**src/rtl/fb_fill.sv**
```systemverilog
// Rectangle fill engine: CPU-programmed origin/size/colour, clipped to the framebuffer,
// streamed one pixel per cycle over a valid/ready write port. Optional irq output: FB_FILL_IRQ_EN.
module fb_fill #(
    parameter int FB_W  = 320,
    parameter int FB_H  = 240,
    parameter int PIX_W = 12,
    parameter int FB_AW = 17
) (
    input  logic             clk,
    input  logic             resetn,
    input  logic             io_we,
    input  logic [1:0]       io_addr,
    input  logic [31:0]      io_wdata,
    output logic [31:0]      io_rdata,
    output logic             fb_we,
    output logic [FB_AW-1:0] fb_addr,
    output logic [PIX_W-1:0] fb_wdata,
    input  logic             fb_ready
`ifdef FB_FILL_IRQ_EN
    ,
    output logic             irq
`endif
);

    localparam logic [15:0]      FB_W16 = 16'(FB_W);
    localparam logic [15:0]      FB_H16 = 16'(FB_H);
    localparam logic [FB_AW-1:0] ROW_STEP = FB_AW'(FB_W);

    typedef enum logic [1:0] {IDLE, CLIP, FILL} state_t;

    state_t             state_q, state_d;
    logic [31:0]        origin_q, origin_d, size_q, size_d;
    logic [PIX_W-1:0]   color_q, color_d;
    logic               fb_we_q, fb_we_d, err_q, err_d;
    logic [FB_AW-1:0]   fb_addr_q, fb_addr_d;
    logic [PIX_W-1:0]   fb_wdata_q, fb_wdata_d;
    logic               irq_pend;
`ifdef FB_FILL_IRQ_EN
    logic               irq_pend_q, irq_pend_d;
    assign irq_pend = irq_pend_q;
    assign irq      = irq_pend_q;
`else
    assign irq_pend = 1'b0;
`endif

    // Snapshot and scan state; only meaningful once CLIP has loaded it, so left unreset.
    logic [15:0]        sx_q, sx_d, sy_q, sy_d, sw_q, sw_d, sh_q, sh_d;
    logic [PIX_W-1:0]   scol_q, scol_d;
    logic [15:0]        cx_q, cx_d, cy_q, cy_d, xlim_q, xlim_d, ylim_q, ylim_d;
    logic [FB_AW-1:0]   row_q, row_d;

    logic               wr_ctrl, busy, reject, last_col, last_row;
    logic [16:0]        x_sum, y_sum;
    logic [FB_AW-1:0]   first_row;

    assign busy      = (state_q != IDLE);
    assign wr_ctrl   = io_we && (io_addr == 2'd3);
    assign x_sum     = {1'b0, sx_q} + {1'b0, sw_q};
    assign y_sum     = {1'b0, sy_q} + {1'b0, sh_q};
    assign reject    = (sx_q >= FB_W16) || (sy_q >= FB_H16) || (sw_q == 16'd0) || (sh_q == 16'd0);
    // One-time constant multiply at fill start; the per-pixel path only adds.
    assign first_row = FB_AW'(sy_q) * ROW_STEP;
    assign last_col  = ((cx_q + 16'd1) == xlim_q);
    assign last_row  = ((cy_q + 16'd1) == ylim_q);

    always_comb begin
        state_d    = state_q;
        origin_d   = origin_q;
        size_d     = size_q;
        color_d    = color_q;
        fb_we_d    = fb_we_q;
        fb_addr_d  = fb_addr_q;
        fb_wdata_d = fb_wdata_q;
        err_d      = err_q;
`ifdef FB_FILL_IRQ_EN
        irq_pend_d = irq_pend_q;
`endif
        sx_d       = sx_q;
        sy_d       = sy_q;
        sw_d       = sw_q;
        sh_d       = sh_q;
        scol_d     = scol_q;
        cx_d       = cx_q;
        cy_d       = cy_q;
        xlim_d     = xlim_q;
        ylim_d     = ylim_q;
        row_d      = row_q;

        if (io_we) begin
            case (io_addr)
                2'd0:    origin_d = io_wdata;
                2'd1:    size_d   = io_wdata;
                2'd2:    color_d  = io_wdata[PIX_W-1:0];
                default: ;
            endcase
        end

        case (state_q)
            IDLE: begin
                if (wr_ctrl && io_wdata[0]) begin
                    state_d = CLIP;
                    err_d   = 1'b0;
                    sx_d    = origin_q[15:0];
                    sy_d    = origin_q[31:16];
                    sw_d    = size_q[15:0];
                    sh_d    = size_q[31:16];
                    scol_d  = color_q;
                end
            end
            CLIP: begin
                if (reject) begin
                    state_d = IDLE;
                    err_d   = 1'b1;
`ifdef FB_FILL_IRQ_EN
                    irq_pend_d = 1'b1;
`endif
                end else begin
                    state_d    = FILL;
                    xlim_d     = (x_sum > {1'b0, FB_W16}) ? FB_W16 : x_sum[15:0];
                    ylim_d     = (y_sum > {1'b0, FB_H16}) ? FB_H16 : y_sum[15:0];
                    cx_d       = sx_q;
                    cy_d       = sy_q;
                    row_d      = first_row;
                    fb_addr_d  = first_row + FB_AW'(sx_q);
                    fb_wdata_d = scol_q;
                    fb_we_d    = 1'b1;
                end
            end
            FILL: begin
                if (fb_we_q && fb_ready) begin
                    if (last_col && last_row) begin
                        fb_we_d = 1'b0;
                        state_d = IDLE;
`ifdef FB_FILL_IRQ_EN
                        irq_pend_d = 1'b1;
`endif
                    end else if (last_col) begin
                        cx_d      = sx_q;
                        cy_d      = cy_q + 16'd1;
                        row_d     = row_q + ROW_STEP;
                        fb_addr_d = row_q + ROW_STEP + FB_AW'(sx_q);
                    end else begin
                        cx_d      = cx_q + 16'd1;
                        fb_addr_d = fb_addr_q + FB_AW'(1);
                    end
                end
            end
            default: state_d = IDLE;
        endcase

        // Acknowledge comes last so it beats a same-cycle completion.
        if (wr_ctrl && io_wdata[1]) begin
            err_d = 1'b0;
`ifdef FB_FILL_IRQ_EN
            irq_pend_d = 1'b0;
`endif
        end
    end

    always_ff @(posedge clk or negedge resetn) begin
        if (!resetn) begin
            state_q    <= IDLE;
            origin_q   <= '0;
            size_q     <= '0;
            color_q    <= '0;
            fb_we_q    <= 1'b0;
            fb_addr_q  <= '0;
            fb_wdata_q <= '0;
            err_q      <= 1'b0;
`ifdef FB_FILL_IRQ_EN
            irq_pend_q <= 1'b0;
`endif
        end else begin
            state_q    <= state_d;
            origin_q   <= origin_d;
            size_q     <= size_d;
            color_q    <= color_d;
            fb_we_q    <= fb_we_d;
            fb_addr_q  <= fb_addr_d;
            fb_wdata_q <= fb_wdata_d;
            err_q      <= err_d;
`ifdef FB_FILL_IRQ_EN
            irq_pend_q <= irq_pend_d;
`endif
        end
    end

    always_ff @(posedge clk) begin
        sx_q   <= sx_d;
        sy_q   <= sy_d;
        sw_q   <= sw_d;
        sh_q   <= sh_d;
        scol_q <= scol_d;
        cx_q   <= cx_d;
        cy_q   <= cy_d;
        xlim_q <= xlim_d;
        ylim_q <= ylim_d;
        row_q  <= row_d;
    end

    always_comb begin
        io_rdata = 32'd0;
        case (io_addr)
            2'd0:    io_rdata = origin_q;
            2'd1:    io_rdata = size_q;
            2'd2:    io_rdata = 32'(color_q);
            default: io_rdata = {29'd0, irq_pend, err_q, busy};
        endcase
    end

    assign fb_we    = fb_we_q;
    assign fb_addr  = fb_addr_q;
    assign fb_wdata = fb_wdata_q;

endmodule

```
**config.mk**
```make
export PLATFORM = sky130hd
export DESIGN_NAME = fb_fill
export DESIGN_NICKNAME = d
export VERILOG_FILES = /design/src/rtl/fb_fill.sv
export SDC_FILE = /design/constraint.sdc
export NUM_CORES = 1
export LEC_CHECK = 0
export ABC_AREA = 1
export BUFFER_PORTS_ARGS = -buffer_cell sky130_fd_sc_hd__buf_4
export CAP_MARGIN = 20
export CORE_MARGIN = 2
export CORE_UTILIZATION = 45
export DETAILED_ROUTE_END_ITERATION = 8
export PLACE_DENSITY = 0.59
export SLEW_MARGIN = 5
export SYNTH_ARGS = -nofsm -noshare
export SYNTH_HDL_FRONTEND = slang
export SYNTH_SLANG_ARGS = --single-unit
```
**constraint.sdc**
```tcl
create_clock -name clk -period 24.5 [get_ports clk]
set_input_delay 0 -clock clk [delete_from_list [all_inputs] [get_ports clk]]
set_output_delay 0 -clock clk [all_outputs]
set_load 0.02 [all_outputs]
```
# Yosys cells after proc, flatten, opt, wreduce, memory -nomap -nowiden
# Index checks and enable logic that the tools add are counted.
[op_classes]
mul = 1
shifts = 0
bitwise = 1
addsub = 8
magnitude_cmp = 4
n_div = 0
reduce_logical = 25
muxes = 34
n_eq_ne = 15
[ops]
columns = ["operator", "count"]
rows = [
  ["$mux 17", 8],
  ["$mux 16", 8],
  ["$pmux 32 s3", 1],
  ["$pmux 17 s2", 2],
  ["$pmux 16 s2", 2],
  ["$add 16x16->17", 2],
  ["$add 17x16->17", 2],
  ["$add 16x1->16 const B", 2],
  ["$eq 16x16->1", 2],
  ["$logic_not 16->1", 2],
  ["$add 17x1->17 const B", 1],
  ["$add 17x9->17 const B", 1],
  ["$gt 17x8->1 const B", 1],
  ["$gt 17x9->1 const B", 1],
  ["$ge 16x8->1 const B", 1],
  ["$ge 16x9->1 const B", 1],
  ["$mul 16x3->11 const B", 1],
  ["$ne 2x2->1 const B", 6],
  ["$reduce_and 2->1", 5],
  ["$mux 2", 4],
  ["$reduce_and 4->1", 2],
  ["$eq 2x2->1 const B", 3],
  ["$mux 1", 6],
  ["$ne 3x3->1 const B", 2],
  ["11 further kinds", 22],
]
[word_totals]
ff_bits = 266
memories = 0
mem_bits_rw = 0
output_inout_bits = 62
mem_bits_ro = 0
latchBits = 0

# Depth between registers and ports, before layout
# Gate-level depths: netlist of run 1.
[depth]
ltp_word = 7
ltp_mapped = 20

# Worst setup path before layout of run 1
# OpenSTA, ideal clock, no wires.
[synth_timing]
path_type = "flip-flop to flip-flop"
startpoint = "reg state_q[0]"
endpoint = "reg err_q"
path_slack_ps = 15880
setup_ps = 475
arrival_ps = 8145
t_required_ps = 24025
path_stages_with_launch = 3
period_less_slack_ps = 8620
path_cell_list = "dfrtp_1 nor4_1 nor3_1"
[synth_between]
elab_chain_len = 3
elab_cells_between_ends = 8
cone_classes = "eq/ne (3); mux (2); reduce/logical (3)"
[synth_rtl]
columns = ["item", "line_no", "text"]
rows = [
  ["start: declaration", "31", "state_t state_q, state_d;"],
  ["start signal: assignment", "174", "state_q <= state_d;"],
  ["$eq 2x1->1 or $logic_not 2->1 (tied branches)", "98", "case (state_q)"],
  ["$ne 3x3->1 (no line), or another cell as far along", "-", ""],
  ["$reduce_and 3->1 (no line) or $mux 1 (tied branches)", "-", ""],
  ["end signal: assignment", "181", "err_q <= err_d;"],
  ["end: declaration", "34", "logic fb_we_q, fb_we_d, err_q, err_d;"],
]
# Several ways; a longest one is shown, not always the timed one.
# A chain may end at the register's enable or synchronous reset.

# Worst setup path after layout of run 1
[layout_timing]
startpoint = "reg sy_q[3]"
endpoint = "reg fb_addr_q[16], in the netlist fb_addr[16]"
[layout_between]
elab_chain_len = 6
elab_cells_between_ends = 10
cone_classes = "add/sub (1); mul (1); order compare (1); eq/ne (1); mux (2); reduce/logical (4)"
[layout_rtl]
columns = ["item", "line_no", "text"]
rows = [
  ["start: declaration", "47", "logic [15:0] sx_q, sx_d, sy_q, sy_d, sw_q, sw_d, sh_q, sh_d;"],
  ["start signal: assignment", "190", "sy_q <= sy_d;"],
  ["parallel branches: the longest is 6 deep, another holds $add 17x16->17", "-", ""],
  ["end signal: assignment", "179", "fb_addr_q <= fb_addr_d;"],
  ["end: declaration", "35", "logic [FB_AW-1:0] fb_addr_q, fb_addr_d;"],
]
# Parallel ways; which one is timed is not known. The select of a mux whose other input is x is not followed.

==> flow_summary.ini, run 1 <==
[grt]
track_usage_pct = 22.78
grt_overflow = 0
grt_start_max_net_pins = 79
grt_pass1_vias = 12333
antenna_found_initial = 0
grt_first_pass_wirelength_mm = 64.92

[synthesis]
yosysWarningCount = 0
ys_types = 42
yosysSeqAreaShare_pct = 47.57
synthCells = 1832
synth_flop_cell = edfxtp_1
synth_edf_count = 151
postSynthAreaPerCell_sq_um = 8.333
async_reset_ff_share_pct = 41.92
ys_ff_latch = 260
syn-cell-area_sq_mm = 0.01527

[worst_setup_path]
cp_common_cell = nand2_1
crit_path_end_kind = flop
arrival_ns = 3.84
critPathLaunchType = flop
cp.required_ns = 24.99
path_class = flop to flop
slowest_delay_ns = 0.50
critical_path.top_delay_family = adder cells
slowest_stage = edfxtp_1
critPathBufInv = 0
crit_chain = ha_1 > ha_1 > fa_1 > nand3_1 > and2_1 > o21ai_0 > a21oi_1 > xnor2_1 > ha_1 > nand2_1 > nor2_1 > nand3_1 > nand4_1 > xnor2_1 > nand2_1 > nand2_1 > nand3_1 > nand2_1
worstPathMaxFanout = 5

[floorplanning]
rows = 67
die_y_um = 188.2
core_area_sq_mm = 0.03345
die_w_um = 188.2
start_util_pct = 45.64
boundaryPins = 100
die_area_sq_mm = 0.03541

[timing]
finalCritPeriodShare_pct = 13.71
setup_viol = 0
fin_worst_skew_ns = 0.01851
relSlewSlack_pct = 34.10
slew_violations = 0
finalSetupTns_ns = 0
rsz0062_at_grt = no
fmax_ghz = 0.2978
min_period_ns = 3.358
hold_viol = 0
max_slew.worst_pin.slew_ns = 0.9884

[cells_and_area]
drive_gt1_share_pct = 9.721
final_cell_mix = nand2_1, inv_1, nand3_1
layout_commonest_cell = nand2_1
area_growth_pct = 17.59
nets = 2099
diodes = 0
instances_no_fill = 2454

[detailed_routing]
dr.pass1.iters = 7
wl_per_cell_um = 16.44
vias = 12802
routed_wl_mm = 40.35
drc_errors = 0
drt_iter0_drc = 853
viasPerCell = 5.217
ant_nets = 0

[placement]
gp_congestion = 0.8842
placed_cells = 2363
dpl.hpwl_mm = 29.55
io_buffers = 99

[clocking]
h-tree-depth = 1
cts.sinks = 260
post-cts-setup-buffers = 0
cts_hold_buf = 36
clk_pin_slew_worst_paths_ns = 0.06
cts_buffers = 28
ctsResizeCount = 0
clkLatencyLatePin_ns = 0.55
cts-root-buf = clkbuf_16
cts_max_path_buffers = 3
cts_tree = built

[flow_run]
max_cap_viol_count = 0

[power_and_ir_drop]
power_w = 0.001106
power.leakage_nw = 8.392
power.density_mw_per_mm2 = 61.61
irDropWorstVdd_v = 0.00005477

[min_path]
hold_class = primary input to asynchronous set/reset pin

[status]
status = completed
## worst reg2reg max path: stages, from the launching register on
cell and delay, ns:
edfxtp_1 0.50, ha_1 0.34, ha_1 0.22, fa_1 0.42, nand3_1 0.08, and2_1 0.17, o21ai_0 0.09, a21oi_1 0.17
xnor2_1 0.12, ha_1 0.36, nand2_1 0.08, nor2_1 0.12, nand3_1 0.09, nand4_1 0.12, xnor2_1 0.12, nand2_1 0.08
nand2_1 0.09, nand3_1 0.06, nand2_1 0.08
## synthesized netlist by cell type, types with 4 or more instances
library cell,count,share of area (%)
nand2_1,547,13
inv_1,189,4.6
nand3_1,167,5.5
edfxtp_1,151,30
o21ai_0,144,4.7
dfrtp_1,109,18
nor2_1,104,2.6
ha_1,72,5.9
a21oi_1,64,2.1
xor2_1,42,2.4
nand4_1,37,1.5
clkbuf_1,32,0.79
nor3_1,22,0.72
xnor2_1,21,1.2
a22o_1,20,1.1
nand3b_1,20,0.98
nor4_1,12,0.49
o21bai_1,10,0.49
nand2_2,9,0.37
fa_1,5,0.66
nor2_2,5,0.20
nor2_4,5,0.37
or2_2,5,0.20
a31oi_1,4,0.16
nand2_4,4,0.30
## area by class of cell
type,instances,area (sq um)
flip-flops and latches,260,7262
repair buffers,147,1226
well taps,448,560.5
clock buffers,45,942.2
multi-input cells,1354,7168
clock inverters,7,67.56
inverters,193,724.4
fillers,3086,15500
## per-stage QoR
stage	area [sq um]	worst slack (ns)	hold WS (ns)	utilization [%]
floorplan	15320	15.88	-0.2956	-
global placement	16530	21.16	0.1539	49.41
detailed placement	16530	21.00	0.1586	49.41
CTS	17900	21.00	0.06875	53.50
global route	17950	20.81	0.1549	53.67
finish	17950	21.14	0.08946	53.67
## layer usage
layer | GRT usage (%) | up-vias | wire [um]
li1 | - | 6465 | -
met1 | 34.20 | 5931 | 19830
met2 | 35.25 | 345 | 17430
met3 | 2.831 | 61 | 2240
met4 | 5.179 | 0 | 846
met5 | 0 | - | 0
## kinds of logic after synthesis
| family | count (synthesis) | share of synthesized area (%) |
|---|---|---|
| AOI/OAI and AO/OA | 253 | 9.114 |
| other | 1 | 0.02456 |
| and+or+nand+nor | 946 | 27.17 |
| DFF | 260 | 47.57 |
| adders and majority gates | 77 | 6.557 |
| buffers and inverters | 232 | 5.950 |
| xor gates and xnor gates | 63 | 3.614 |
## sequential cells by signal, indices dropped and copies added, names as in the netlist
| signal | count |
|---|---|
| origin_q | 32 |
| size_q | 32 |
| fb_addr | 17 |
| cx_q | 16 |
| cy_q | 16 |
| sh_q | 16 |
| sw_q | 16 |
| sx_q | 16 |
| sy_q | 16 |
| xlim_q | 16 |
| ylim_q | 16 |
| color_q | 12 |
| fb_wdata | 12 |
| scol_q | 12 |
| row_q | 11 |
| state_q | 2 |
| err_q | 1 |
| fb_we | 1 |
## where the power goes
part           switching, W  internal, W
clock              0.000174     0.000274
sequential        0.0000328     0.000497
combinational     0.0000740    0.0000532
total              0.000281     0.000825
## path summary, 6_finish.rpt
kind | from | endpoint | slack [ns] | cells after the start
worst min register to register | scol_q[6] | fb_wdata[6] | 0.44 | 2
worst max register to register | sy_q[3] | fb_addr[16] | 21.14 | 18
worst max-delay path | sy_q[3] | fb_addr[16] | 21.14 | 18
worst min-delay path | resetn | color_q[4] | 0.09 | 2
max in group asynchronous | resetn | size_q[30] | 23.22 | 3
min in group clk | io_addr[1] | err_q | 0.11 | 6
Power figures use the tool's default switching activity.
==> run 2: changes to the inputs <==
Settings changed: PLACE_DENSITY 0.59 to 0.62.
Clock period 24.5 ns to 3 ns, I/O delays scaled along.
==> flow_summary.ini, run 2 (synthesized netlist as in run 1, its figures left out) <==
[floorplanning]
core_area_sq_mm = 0.03345
die_w_um = 188.2
boundaryPins = 100
rows = 67
die_y_um = 188.2
die_area_sq_mm = 0.03541
start_util_pct = 45.64

[power_and_ir_drop]
comb_power_share_pct = 11.7
irDropWorstVdd_v = 0.0004848
power.density_mw_per_mm2 = 482.2
switchingPower_w = 0.002369
power.leakage_nw = 8.690
clkPwrFrac_pct = 40.3
seqPwrFrac_pct = 47.9
intPower_w = 0.006625
swShare_pct = 26.34

[placement]
gp_congestion = 0.8994
dpl.hpwl_mm = 30.26
io_buffers = 99
place_worst_setup_slack_ns = -0.1512

[timing]
fin_ws_ns = -0.03400
min_period_ns = 3.034
slew_violations = 0
fmax_ghz = 0.3296
setup_viol = 3
finalCritPeriodShare_pct = 101.1
hold_viol = 0
relSlewSlack_pct = 54.61
fin_worst_skew_ns = 0.01122
finalSetupTns_ns = -0.05207
rsz0062_at_grt = yes
max_slew.worst_pin.slew_ns = 0.6792
fin_hold_ws_ns = 0.2443

[min_path]
hold_class = primary input to flop

[grt]
track_usage_pct = 23.61
antenna_found_initial = 0
grt_start_max_net_pins = 65
grtUsageMet1_pct = 34.81
grt_util_met2_pct = 37.03
grt_overflow = 0
busiest_layer = met2
use_met3_pct = 2.514
grt_first_pass_wirelength_mm = 66.79
grt_pass1_vias = 12668

[cells_and_area]
area_growth_pct = 22.19
n_fill_cell = 2976
layout_commonest_cell = nand2_1
utilization_pct = 55.77
nets = 2162
diodes = 0
drive_gt1_share_pct = 14.44
final_cell_mix = nand2_1, inv_1, nand3_1
multiInputGateArea_sq_mm = 0.007415
seq_area_sq_mm = 0.007262

[clocking]
cts_max_path_buffers = 3
h-tree-depth = 1
clk_pin_slew_worst_paths_ns = 0.06
clkLatencyLatePin_ns = 0.57
cts_buffers = 29
cts.sinks = 260
cts_tree = built
cts-root-buf = clkbuf_16

[worst_setup_path]
arrival_ns = 3.54
cp.required_ns = 3.51
crit_path_end_kind = flop
worstPathMaxFanout = 4
critPathLaunchType = flop
path_class = flop to flop

[flow_run]
max_cap_viol_count = 0

[detailed_routing]
ant_nets = 0
viasPerCell = 5.254
drt_iter0_drc = 982
routed_wl_mm = 41.68
wl_per_cell_um = 16.55
dr.pass1.iters = 5
vias = 13230
drc_errors = 0

[status]
violations = negative setup slack
status = complete, but fails checks
run 2: cell count changes in the layout (fill, tap and decap cells not counted), sizes merged:
cell / change
clkinv: +7
clkinvlp: +1
buf: +58
bufinv: +2
clkbuf: -8
nor2: +1
dlygate4sd3: +3
run 2: final timing paths:
path	start	end	slack (ns)	depth (start not counted)
worst min register to register	scol_q[9]	fb_wdata[9]	0.43	2
worst max-delay path	sy_q[3]	fb_addr[15]	-0.03	18
max in group asynchronous	resetn	fb_wdata[4]	1.50	4
min in group asynchronous	resetn	color_q[7]	0.51	3
worst max register to register	sy_q[3]	fb_addr[15]	-0.03	18
worst min-delay path	io_wdata[24]	origin_q[24]	0.24	4
run 2: layer usage:
layer	vias up	share of wire [%]
met5	-	0.096
met4	2	2.6
met3	64	4.9
met2	360	44
met1	6229	49
li1	6575	-
run 2: power groups by stage:
stage                     Sequential, W  Clock, W  Combinational [W]
final                           0.00431   0.00363            0.00105
after global routing            0.00435   0.00384            0.00119
after CTS                       0.00431   0.00371            0.00105
after detailed placement        0.00438         0            0.00100
after global placement          0.00437         0           0.000989
after floorplan                 0.00436         0           0.000577
run 2: timing repair:
item                                   CTS  global route
endpoints found under the hold margin  184             0
resized for setup                        7            44
pin swaps                                9            29
hold buffers                            39             0
setup endpoints to repair                5            91
buffers inserted                         7             8
gates cloned                             0             1
run 2: cell type report:
type                            count  share of cell area [%]
Timing Repair Buffer              208                   9.203
Multi-Input combinational cell   1355                   39.75
Sequential cell                   260                   38.93
Clock buffer                       37                   4.213
Clock inverter                     17                  0.9995
Inverter                          193                   3.897
Tap cell                          448                   3.005
run 2: metrics by stage:
step / cells / total power, W / area, sq um
floorplan: 1846 / 0.004933 / 15340
global placement: 2408 / 0.005357 / 16920
detailed placement: 2408 / 0.005384 / 16920
CTS: 2508 / 0.009074 / 18370
global route: 2518 / 0.009385 / 18650
finish: 2518 / 0.008994 / 18650
run 2: worst max-delay path: stages, from the launching register on:
cell and delay [ns]:
edfxtp_1 0.46, buf_6 0.17, ha_4 0.27, ha_4 0.20, a21oi_2 0.11, nand2_1 0.09, nand2_1 0.08, nand2_1 0.07
a21oi_2 0.20, xnor2_2 0.19, ha_4 0.27, buf_4 0.14, a21oi_2 0.13, nand4_1 0.15, a21oi_2 0.16, o21ai_1 0.08
nand2_1 0.06, nand3_1 0.06, nand2_1 0.08
==> run 3: changes to the inputs <==
Settings changed: CORE_UTILIZATION 45 to 60, PLACE_DENSITY 0.62 to 0.76, REMOVE_ABC_BUFFERS set to 1.
Clock period 3 ns to 3.8 ns, I/O delays scaled along.
==> flow_summary.ini, run 3 (synthesized netlist as in run 1, its figures left out) <==
[grt]
grt_pass1_vias = 12763
track_usage_pct = 30.87
grt_first_pass_wirelength_mm = 65.06
grt_start_max_net_pins = 76
antenna_found_initial = 0
grt_overflow = 0

[power_and_ir_drop]
clkPwrFrac_pct = 42.6
power.density_mw_per_mm2 = 412.1
comb_power_share_pct = 11.4
seqPwrFrac_pct = 46.0
switchingPower_w = 0.001890
irDropWorstVdd_v = 0.0005190
intPower_w = 0.005515
power.leakage_nw = 8.466
swShare_pct = 25.53

[detailed_routing]
viasPerCell = 5.696
drc_errors = 0
drt_iter0_drc = 1248
routed_wl_mm = 40.69
dr.pass1.iters = 6
ant_nets = 0
wl_per_cell_um = 17.36
vias = 13351

[cells_and_area]
diodes = 0
fin_area_sq_mm = 0.01797
instances_no_fill = 2344
drive_gt1_share_pct = 10.33
nets = 2107
final_cell_mix = nand2_1, inv_1, nand3_1
area_growth_pct = 17.71
layout_commonest_cell = nand2_1

[clocking]
clkLatencyLatePin_ns = 0.55
clk_pin_slew_worst_paths_ns = 0.07
cts_max_path_buffers = 3
cts.sinks = 260
cts-root-buf = clkbuf_16
cts_tree = built
post-cts-setup-buffers = 0
h-tree-depth = 1
cts_buffers = 28

[worst_setup_path]
arrival_ns = 3.80
cp.required_ns = 4.29
crit_path_end_kind = flop
path_class = flop to flop
critPathLaunchType = flop
worstPathMaxFanout = 6

[floorplanning]
die_area_sq_mm = 0.02674
rows = 58
die_y_um = 163.5
boundaryPins = 100
start_util_pct = 60.80
core_area_sq_mm = 0.02511
die_w_um = 163.5

[timing]
max_slew.worst_pin.slew_ns = 0.7598
hold_viol = 0
setup_viol = 0
relSlewSlack_pct = 49.22
fmax_ghz = 0.3016
finalCritPeriodShare_pct = 87.25
min_period_ns = 3.316
slew_violations = 0
fin_worst_skew_ns = 0.01225
rsz0062_at_grt = no

[placement]
dpl.hpwl_mm = 28.29
placed_cell_area_sq_mm = 0.01644
gp_congestion = 0.9174
placed_cells = 2251
io_buffers = 99

[status]
status = completed

[flow_run]
max_cap_viol_count = 0

[min_path]
hold_class = primary input to flop
## run 3: changes by cell type in the layout (fill, tap and decap cells not counted), sizes merged
cell / change
clkbuf: -3
buf: -52
nor2: -1
dlygate4sd3: -1
clkinv: -3
bufinv: +4
## run 3: per-layer routing
metal  share of wire (%)  vias to the layer above  track usage (%)  routed length (um)
met1                  45                     6292            45.10               18240
met4                 1.9                        0            7.297                 761
li1                    -                     6463                -                   -
met3                 8.0                       65            4.723                3266
met5                   0                        -                0                   0
met2                  45                      531            48.87               18420
## run 3: final cells by class
type / instances / area [sq um]
Fill cell: 1960 / 7139
Timing Repair Buffer: 155 / 1309
Multi-Input combinational cell: 1354 / 7176
Inverter: 193 / 724.4
Tap cell: 330 / 412.9
Sequential cell: 260 / 7262
Clock inverter: 18 / 301.5
Clock buffer: 34 / 784.5
## run 3: final timing paths
path / start / end / slack [ns] / depth (start not counted)
worst max register to register: sy_q[1] / fb_addr[16] / 0.48 / 18
worst min-delay path: io_addr[0] / origin_q[4] / 0.23 / 5
worst min register to register: scol_q[1] / fb_wdata[1] / 0.44 / 2
max in group asynchronous: resetn / fb_addr[12] / 2.63 / 4
worst max-delay path: sy_q[1] / fb_addr[16] / 0.48 / 18
min in group asynchronous: resetn / fb_addr[16] / 0.37 / 3
## run 3: per-stage QoR
| stage | setup slack, ns | TNS (ns) | hold slack [ns] | total power (W) | util (%) |
|---|---|---|---|---|---|
| finish | 0.4843 | 0 | 0.2326 | 0.007406 | 71.57 |
| global route | 0.1794 | 0 | 0.2722 | 0.007652 | 71.57 |
| CTS | 0.4968 | 0 | 0.2587 | 0.007415 | 71.41 |
| detailed placement | 0.5146 | 0 | 0.006051 | 0.004237 | 65.49 |
| global placement | 0.6159 | 0 | 0.007574 | 0.004205 | 65.49 |
| floorplan | -4.820 | -388.89 | -0.2956 | 0.003886 | - |
## run 3: power by group through the flow
stage | combinational [W] | sequential (W) | clock, W
after global placement | 0.000771 | 0.00343 | 0
after floorplan | 0.000446 | 0.00344 | 0
after CTS | 0.000836 | 0.00340 | 0.00318
final | 0.000846 | 0.00341 | 0.00315
after detailed placement | 0.000790 | 0.00345 | 0
after global routing | 0.000939 | 0.00343 | 0.00328
## run 3: repair_timing
item,CTS,global route
gates resized for setup,0,0
hold endpoints to repair,152,0
hold buffers,39,0
## run 3: critical path, cell delays in order (launching register included)
cell      delay (ns)
edfxtp_1        0.50
ha_1            0.33
ha_1            0.23
fa_1            0.41
nand3_1         0.08
and2_1          0.16
o21ai_0         0.08
a21oi_1         0.16
xnor2_1         0.12
ha_1            0.36
nand2_1         0.06
nor2_1          0.14
nand3_1         0.09
nand4_1         0.12
xnor2_1         0.12
nand2_1         0.07
nand2_1         0.08
nand3_1         0.06
nand2_1         0.07
